`src/rtl/float_copro_pkg.sv`:
```
// Shared definitions for the float coprocessor scheduler: opcodes, the
// quiet-NaN returned for illegal operations, FSM states and the latency map.
package float_copro_pkg;

    localparam logic [10:0] OP_FADD = 11'd0;
    localparam logic [10:0] OP_FSUB = 11'd1;
    localparam logic [10:0] OP_FMUL = 11'd2;
    localparam logic [10:0] OP_FDIV = 11'd3;

    localparam logic [31:0] QNAN = 32'h7FC00000;

    typedef enum logic [1:0] {
        IDLE,
        EXEC,
        DONE
    } sched_state_t;

    // Number of EXEC cycles for an opcode; illegal opcodes take one cycle.
    function automatic logic [4:0] op_latency(
        input logic [10:0] opcode,
        input logic [4:0]  cyc_add,
        input logic [4:0]  cyc_mul,
        input logic [4:0]  cyc_div
    );
        case (opcode)
            OP_FADD, OP_FSUB: op_latency = cyc_add;
            OP_FMUL:          op_latency = cyc_mul;
            OP_FDIV:          op_latency = cyc_div;
            default:          op_latency = 5'd1;
        endcase
    endfunction

    function automatic logic op_illegal(input logic [10:0] opcode);
        op_illegal = (opcode > OP_FDIV);
    endfunction

endpackage

```
`src/rtl/copro_rr_arb.sv`:
```
// Two-way round-robin arbiter: a lone request wins outright, a tie goes to
// the requester that was not served last.
module copro_rr_arb (
    input  logic [1:0] req,
    input  logic       last_grant,
    input  logic       enable,
    output logic [1:0] grant,
    output logic       winner
);

    // Pick the winner and raise its one-hot grant while enabled.
    always_comb begin
        winner = (req == 2'b11) ? ~last_grant : req[1];
        grant  = '0;
        if (enable && (req != 2'b00)) begin
            grant[winner] = 1'b1;
        end
    end

endmodule

```
`src/rtl/float_copro_sched.sv`:
```
// Scheduler for the shared single-precision float datapath. Arbitrates two
// requesters, registers the winner's operands toward the datapath for an
// opcode-dependent number of cycles, and holds the result until accepted.
module float_copro_sched
    import float_copro_pkg::*;
#(
    parameter int unsigned CYCLE_ADD = 2,
    parameter int unsigned CYCLE_MUL = 1,
    parameter int unsigned CYCLE_DIV = 10
) (
    input  logic        clk,
    input  logic        reset_n,
    input  logic [1:0]  req_valid,
    input  logic [10:0] req0_opcode,
    input  logic [31:0] req0_op0,
    input  logic [31:0] req0_op1,
    input  logic [10:0] req1_opcode,
    input  logic [31:0] req1_op0,
    input  logic [31:0] req1_op1,
    input  logic [1:0]  req_accept,
    output logic [1:0]  req_grant,
    output logic [1:0]  req_complete,
    output logic [31:0] req_result,
    output logic [10:0] dp_opcode,
    output logic [31:0] dp_op0,
    output logic [31:0] dp_op1,
    input  logic [31:0] dp_result,
    output logic        busy
);

    localparam logic [4:0] LAT_ADD = 5'(CYCLE_ADD);
    localparam logic [4:0] LAT_MUL = 5'(CYCLE_MUL);
    localparam logic [4:0] LAT_DIV = 5'(CYCLE_DIV);

    sched_state_t state_q, state_d;
    logic         owner_q;
    logic         last_grant_q;
    logic [4:0]   cnt_q;
    logic         illegal_q;
    logic [31:0]  result_q;

    logic         winner;
    logic         load;
    logic         capture;
    logic         release_owner;
    logic [10:0]  sel_opcode;
    logic [31:0]  sel_op0;
    logic [31:0]  sel_op1;

    copro_rr_arb u_arb (
        .req        (req_valid),
        .last_grant (last_grant_q),
        .enable     (state_q == IDLE),
        .grant      (req_grant),
        .winner     (winner)
    );

    // Route the winning requester's operation toward the datapath registers.
    always_comb begin
        sel_opcode = winner ? req1_opcode : req0_opcode;
        sel_op0    = winner ? req1_op0    : req0_op0;
        sel_op1    = winner ? req1_op1    : req0_op1;
    end

    // Next-state logic and per-state strobes; complete follows the owner in DONE.
    always_comb begin
        state_d       = state_q;
        load          = 1'b0;
        capture       = 1'b0;
        release_owner = 1'b0;
        req_complete  = '0;
        case (state_q)
            IDLE: begin
                if (req_valid != 2'b00) begin
                    load    = 1'b1;
                    state_d = EXEC;
                end
            end
            EXEC: begin
                if (!req_valid[owner_q]) begin
                    release_owner = 1'b1;
                    state_d       = IDLE;
                end else if (cnt_q == '0) begin
                    capture = 1'b1;
                    state_d = DONE;
                end
            end
            DONE: begin
                req_complete[owner_q] = 1'b1;
                // Accept and valid-drop both end the transaction the same way.
                if (req_accept[owner_q] || !req_valid[owner_q]) begin
                    release_owner = 1'b1;
                    state_d       = IDLE;
                end
            end
            default: state_d = IDLE;
        endcase
    end

    // State, operand, counter and result registers.
    always_ff @(posedge clk or negedge reset_n) begin
        if (!reset_n) begin
            state_q      <= IDLE;
            owner_q      <= 1'b0;
            last_grant_q <= 1'b1;
            cnt_q        <= '0;
            illegal_q    <= 1'b0;
            result_q     <= '0;
            dp_opcode    <= '0;
            dp_op0       <= '0;
            dp_op1       <= '0;
        end else begin
            state_q <= state_d;
            if (load) begin
                dp_opcode <= sel_opcode;
                dp_op0    <= sel_op0;
                dp_op1    <= sel_op1;
                owner_q   <= winner;
                illegal_q <= op_illegal(sel_opcode);
                cnt_q     <= op_latency(sel_opcode, LAT_ADD, LAT_MUL, LAT_DIV) - 5'd1;
            end else if ((state_q == EXEC) && (cnt_q != '0)) begin
                cnt_q <= cnt_q - 5'd1;
            end
            if (capture) begin
                result_q <= illegal_q ? QNAN : dp_result;
            end
            if (release_owner) begin
                last_grant_q <= owner_q;
            end
        end
    end

    assign req_result = result_q;
    assign busy       = (state_q != IDLE);

endmodule
```
`config.mk`:
```
export PLATFORM = sky130hd
export DESIGN_NAME = float_copro_sched
export DESIGN_NICKNAME = d
export VERILOG_FILES = /design/src/rtl/float_copro_pkg.sv /design/src/rtl/copro_rr_arb.sv /design/src/rtl/float_copro_sched.sv
export SDC_FILE = /design/constraint.sdc
export NUM_CORES = 1
export LEC_CHECK = 0
export CAP_MARGIN = 0
export CORE_MARGIN = 3
export CORE_UTILIZATION = 43
export CTS_BUF_LIST = sky130_fd_sc_hd__clkbuf_8
export CTS_CLUSTER_SIZE = 20
export DETAILED_ROUTE_END_ITERATION = 8
export PLACE_DENSITY_LB_ADDON = 0.25
export SLEW_MARGIN = 40
export SYNTH_ARGS = -nofsm -noshare
export SYNTH_HDL_FRONTEND = slang
export SYNTH_HIERARCHICAL = 1
export SYNTH_SLANG_ARGS = --single-unit
```
`constraint.sdc`:
```
create_clock -name clk -period 3.94 [get_ports clk]
set_clock_uncertainty 0.05 [all_clocks]
set_input_delay 0.788 -clock clk [delete_from_list [all_inputs] [get_ports clk]]
set_output_delay 0.788 -clock clk [all_outputs]
set_load 0.1 [all_outputs]
```
# [Word level (Yosys, flattened, before mapping)]
# Index checks and enable logic that the tools add are counted.
[classes] addsub=2 mul=0 div_mod_pow=0 n_lt_le_gt_ge=5 n_eq_ne=8 shift=0 mux=32 bitwise_logic=1 reduce_logical=15
[op_table] operator="$mux 32" count=3
[op_table] operator="$mux 5" count=3
[op_table] operator="$mux 1" count=14
[op_table] operator="$mux 2" count=6
[op_table] operator="$eq 11x1->1 const B" count=1
[op_table] operator="$eq 11x2->1 const B" count=1
[op_table] operator="$gt 11x2->1 const B" count=1
[op_table] operator="$logic_not 11->1" count=1
[op_table] operator="$mux 11" count=1
[op_table] operator="$sub 5x1->5 const B" count=2
[op_table] operator="$pmux 4 s2" count=1
[op_table] operator="$pmux 2 s3" count=1
[op_table] operator="$reduce_bool 2->1" count=3
[op_table] operator="$logic_not 5->1" count=1
[op_table] operator="$reduce_bool 5->1" count=1
[op_table] operator="$eq 2x2->1 const B" count=2
[op_table] operator="$logic_and 1x1->1" count=4
[op_table] operator="$lt 1x2->1 const B" count=2
[op_table] operator="$ne 2x2->1 const B" count=2
[op_table] operator="$ne 3x3->1 const B" count=1
[op_table] operator="$reduce_and 3->1" count=1
[op_table] operator="$demux 1 s1" count=2
[op_table] operator="$eq 2x1->1 const B" count=1
[op_table] operator="$ge 1x1->1 const B" count=2
[op_table] operator="other kinds (6)" count=6
[word_totals] regBits=117 latchBits=0 ram_bits=0 romBits=0 input_bits=188 mem_count=0

# [Logic depth before layout (Yosys ltp)]
[depth] ltp_word=9 mapped_depth=10

# [Hierarchy]
# The synthesis kept the hierarchy.
[modules_own_cells] module="float_copro_sched" n_inst=1 cells_per_inst=548 area_per_inst_um2=5435.2
[modules_own_cells] module="copro_rr_arb" n_inst=1 cells_per_inst=5 area_per_inst_um2=30.0

# [Worst setup path before layout]
# Ideal clock, no wire load.
[synth_path] kind="input-to-output" startpoint="input req_valid[0]" endpoint="output req_grant[0]" t_arrival_ns=2.293 required_time_ns=3.102 slack_ns=0.809 cell_stages=2 cell_sequence="nand2_1 a21oi_1"
[synth_via] elab_chain_len=7 word_cells_on_any_way=10
[synth_rtl] element="start, declared" line_no="float_copro_sched.sv:13" rtl="input logic [1:0] req_valid,"
[synth_rtl] element="$eq 2x2->1" line_no="copro_rr_arb.sv:13" rtl="winner = (req == 2'b11) ? ~last_grant : req[1];"
[synth_rtl] element="$mux 1" line_no="copro_rr_arb.sv:13"
[synth_rtl] element="$lt 1x2->1 (implied by the code) or $ge 1x1->1 (tied branches)" line_no="copro_rr_arb.sv:16" rtl="grant[winner] = 1'b1;"
[synth_rtl] element="$logic_and 1x1->1 (implied by the code)" line_no="copro_rr_arb.sv:16"
[synth_rtl] element="$mux 1 (implied by the code)" line_no="copro_rr_arb.sv:16"
[synth_rtl] element="$demux 1 s1"
[synth_rtl] element="$mux 2 (*)" line_no="copro_rr_arb.sv:15" rtl="if (enable && (req != 2'b00)) begin"
[synth_rtl] element="end, declared" line_no="float_copro_sched.sv:21" rtl="output logic [1:0] req_grant,"
# Every way passes the cells marked *; elsewhere a longest branch is shown, timed or not.

# [Worst setup path in the final report]
[layout_path] startpoint="input req_valid[1]" endpoint="output req_grant[1]"
[layout_via] elab_chain_len=7 word_cells_on_any_way=10
[layout_rtl] element="$eq 2x2->1" line_no="copro_rr_arb.sv:13"
[layout_rtl] element="$mux 1 (*)" line_no="copro_rr_arb.sv:13"
[layout_rtl] element="named net winner" line_no="float_copro_sched.sv:42" rtl="logic winner;"
[layout_rtl] element="$lt 1x2->1 (implied by the code) or $ge 1x1->1 (tied branches)" line_no="copro_rr_arb.sv:16"
[layout_rtl] element="$logic_and 1x1->1 (implied by the code)" line_no="copro_rr_arb.sv:16"
[layout_rtl] element="$mux 1 (implied by the code)" line_no="copro_rr_arb.sv:16"
[layout_rtl] element="$demux 1 s1 (*)"
[layout_rtl] element="$mux 2 (*)" line_no="copro_rr_arb.sv:15"
# Mark *: on every way through the listed nets, which the timed path passes. The rest lies on a longest branch.

==> out/qor.yml <==
status: "finished, final reports clean"
crit_type: "input port to primary output"
track_usage_pct: 22.9
dr.pass1.iters: 6
hold_class: "input port to asynchronous set/reset pin"
critical_path.startpoint_type: "input port"
fin_crit_sh_pct: 80.2
final_common_cell: "clkdlybuf4s50_1"
clockBufferDepth: 2
clock-sinks: 117
dpl.hpwl_um: 12400
ys_types: 38
initial_core_util_pct: 44.8
antenna_left: 0
via_per_inst: 5.07
root_buffer: "clkbuf_8"
post_cts_buffers: 0
wirelength_um: 16400
rr_worst_depth: 10
grt-ovfl-total: 0
gp_congestion: 0.825
drt_iter0_markers: 354
end_kind: "primary output"
cts.repair.resized: 0
crit_start: "req_valid[1]"
slowest_stage: "clkdlybuf4s50_1"
cts_tree: "built"
num-nets-final: 1035
clk_pin_slew_ns: 0.07
drc_errors: 0
first_global_vias: 5270
die_h_um: 119
dieArea_um2: 14100
rows: 40
synth-warning-count: 6
arrival_ns: 2.32
synthCells: 553
routedWlPerCell_um: 16.0
grt_pass1_wl_um: 25900
fin_util_pct: 69.9
cp.required_ns: 3.10
critPathMaxFanout: 11
max_freq_mhz: 317
htree_levels: 4
setup-violations-final: 0
holdBufCountCts: 0
syn_nets: 745
fill_cells: 966
die_w_um: 119
grt_max_degree: 118
vias: 5196
fin_tns_setup_ns: 0
maxCapViolCount: 0
final-hold-violation-count: 0
stdcell_area_um2: 8540
reg2reg_to: "cnt_q[4]"
crit_chain: "clkdlybuf4s50_1, a21boi_4, and2_1, buf_12"
cp_slowest_stage_delay_ns: 0.65
dpl_cell_area_um2: 8080
drv_slew: 0
io_buffers: 299
drive_gt1_share_pct: 18.9
ys_seq_area_share_pct: 53.6
tightest_slew_ns: 0.740
reg2reg_slack_ns: 1.16
slew-limit-headroom_pct: 50.7
reg2reg_from: "state_q[1]"
rsz0062_at_grt: "no"
period_needed_ns: 3.16
numCtsBuffers: 17
synth_seq_cells: 117
layout_common_cells: "clkdlybuf4s50_1 (186), dfrtp_1 (115), nand2_1 (114), o21ai_0 (110), buf_2 (107)"
antenna_found_initial: 1
crit_end: "req_grant[1]"
io_pins: 300
area_growth_pct: 56.3
insertion_delay_ns: 0.44
netlist_area_um2: 5470
postSynthAreaPerCell_um2: 9.88
coreArea_um2: 12200
==> worst min-delay path by stage <==
stage	slack [ns]	start	endpoint
final	0.37	reset_n	dp_op0[14]
after global routing	0.42	reset_n	dp_op0[14]
after CTS	0.39	reset_n	dp_op0[14]
after detailed placement	0.42	dp_op0[30]	dp_op0[30]
after global placement	0.41	dp_op1[9]	dp_op1[9]
after floorplan	0.44	reset_n	cnt_q[0]
==> cells by family (layout without fill, tap and decap cells) <==
group,Yosys count,after routing,synth area share (%)
and+or+nand+nor,177,177,14.4
AOI/OAI and AO/OA,134,134,13.5
DFF,117,117,53.6
muxes,79,79,14.5
buffers and inverters,42,345,3.02
adders and majority gates,4,4,0.916
other,0,1,0
==> critical path: cells and delay by family <==
kind                   cells  cell delay (ns)
AO/OA/AOI/OAI              1             0.43
AND/OR/NAND/NOR            1             0.26
buffers and inverters      2             0.84
==> sequential cells by signal (all words and copies together) (netlist names) <==
name / count
cnt_q: 5
dp_op1: 32
owner_q: 1
dp_opcode: 11
req_result: 32
state_q: 2
last_grant_q: 1
dp_op0: 32
illegal_q: 1
==> routing by layer <==
metal	share of wire [%]	GRT usage [%]	up-vias
met1	37	24.5	2448
li1	-	-	2487
met2	51	40.2	221
met3	8.6	8.42	40
met5	0	0	-
met4	3.3	10.8	0
==> per-stage QoR <==
stage | std cells | hold WS, ns | setup WS, ns
floorplan | 553 | 0.442 | 0.809
global placement | 992 | 0.411 | 0.610
detailed placement | 992 | 0.416 | 0.493
CTS | 1024 | 0.393 | 0.774
global route | 1025 | 0.420 | 0.707
finish | 1025 | 0.367 | 0.781
==> cell type report <==
cell class,instances,area [um2],share of cell area (%)
Sequential cell,117,2930,34.3
Timing Repair Buffer,307,2530,29.6
Multi-Input combinational cell,394,2390,28.0
Clock buffer,20,275,3.22
Tap cell,168,210,2.46
Clock inverter,12,183,2.14
Inverter,6,22.5,0.264
Antenna cell,1,2.50,0.0293
==> Yosys cell counts (all sizes together) <==
cell type  instances  area, um2
and2               3       18.8
nor4b              2       17.5
nor2              19       71.3
a221oi             1       8.76
a21oi              4       31.3
dfrtp            116       2900
mux2               3       33.8
a22o               1       8.76
o2bb2ai            1       8.76
a31oi              2       12.5
nand3b             1       7.51
nand4              1       6.26
a22oi              3       22.5
or4                2       18.8
a21o               2       15.0
a31o               2       17.5
o21ai            111        556
o21a               2       15.0
inv                6       22.5
mux2i             76        761
a222oi             1       10.0
nand2            114        428
a21boi             1       11.3
o22ai              2       12.5
ha                 4       50.1
nand3              2       10.0
a221o              1       10.0
dfstp              1       26.3
nand2b            26        163
nor2b              1       6.26
nor3b              2       15.0
nor4               4       25.0
clkbuf            28        105
buf                8       37.5
Power is not shown: default switching activity piles up to over one toggle a cycle in this logic, so the estimate is an artifact.
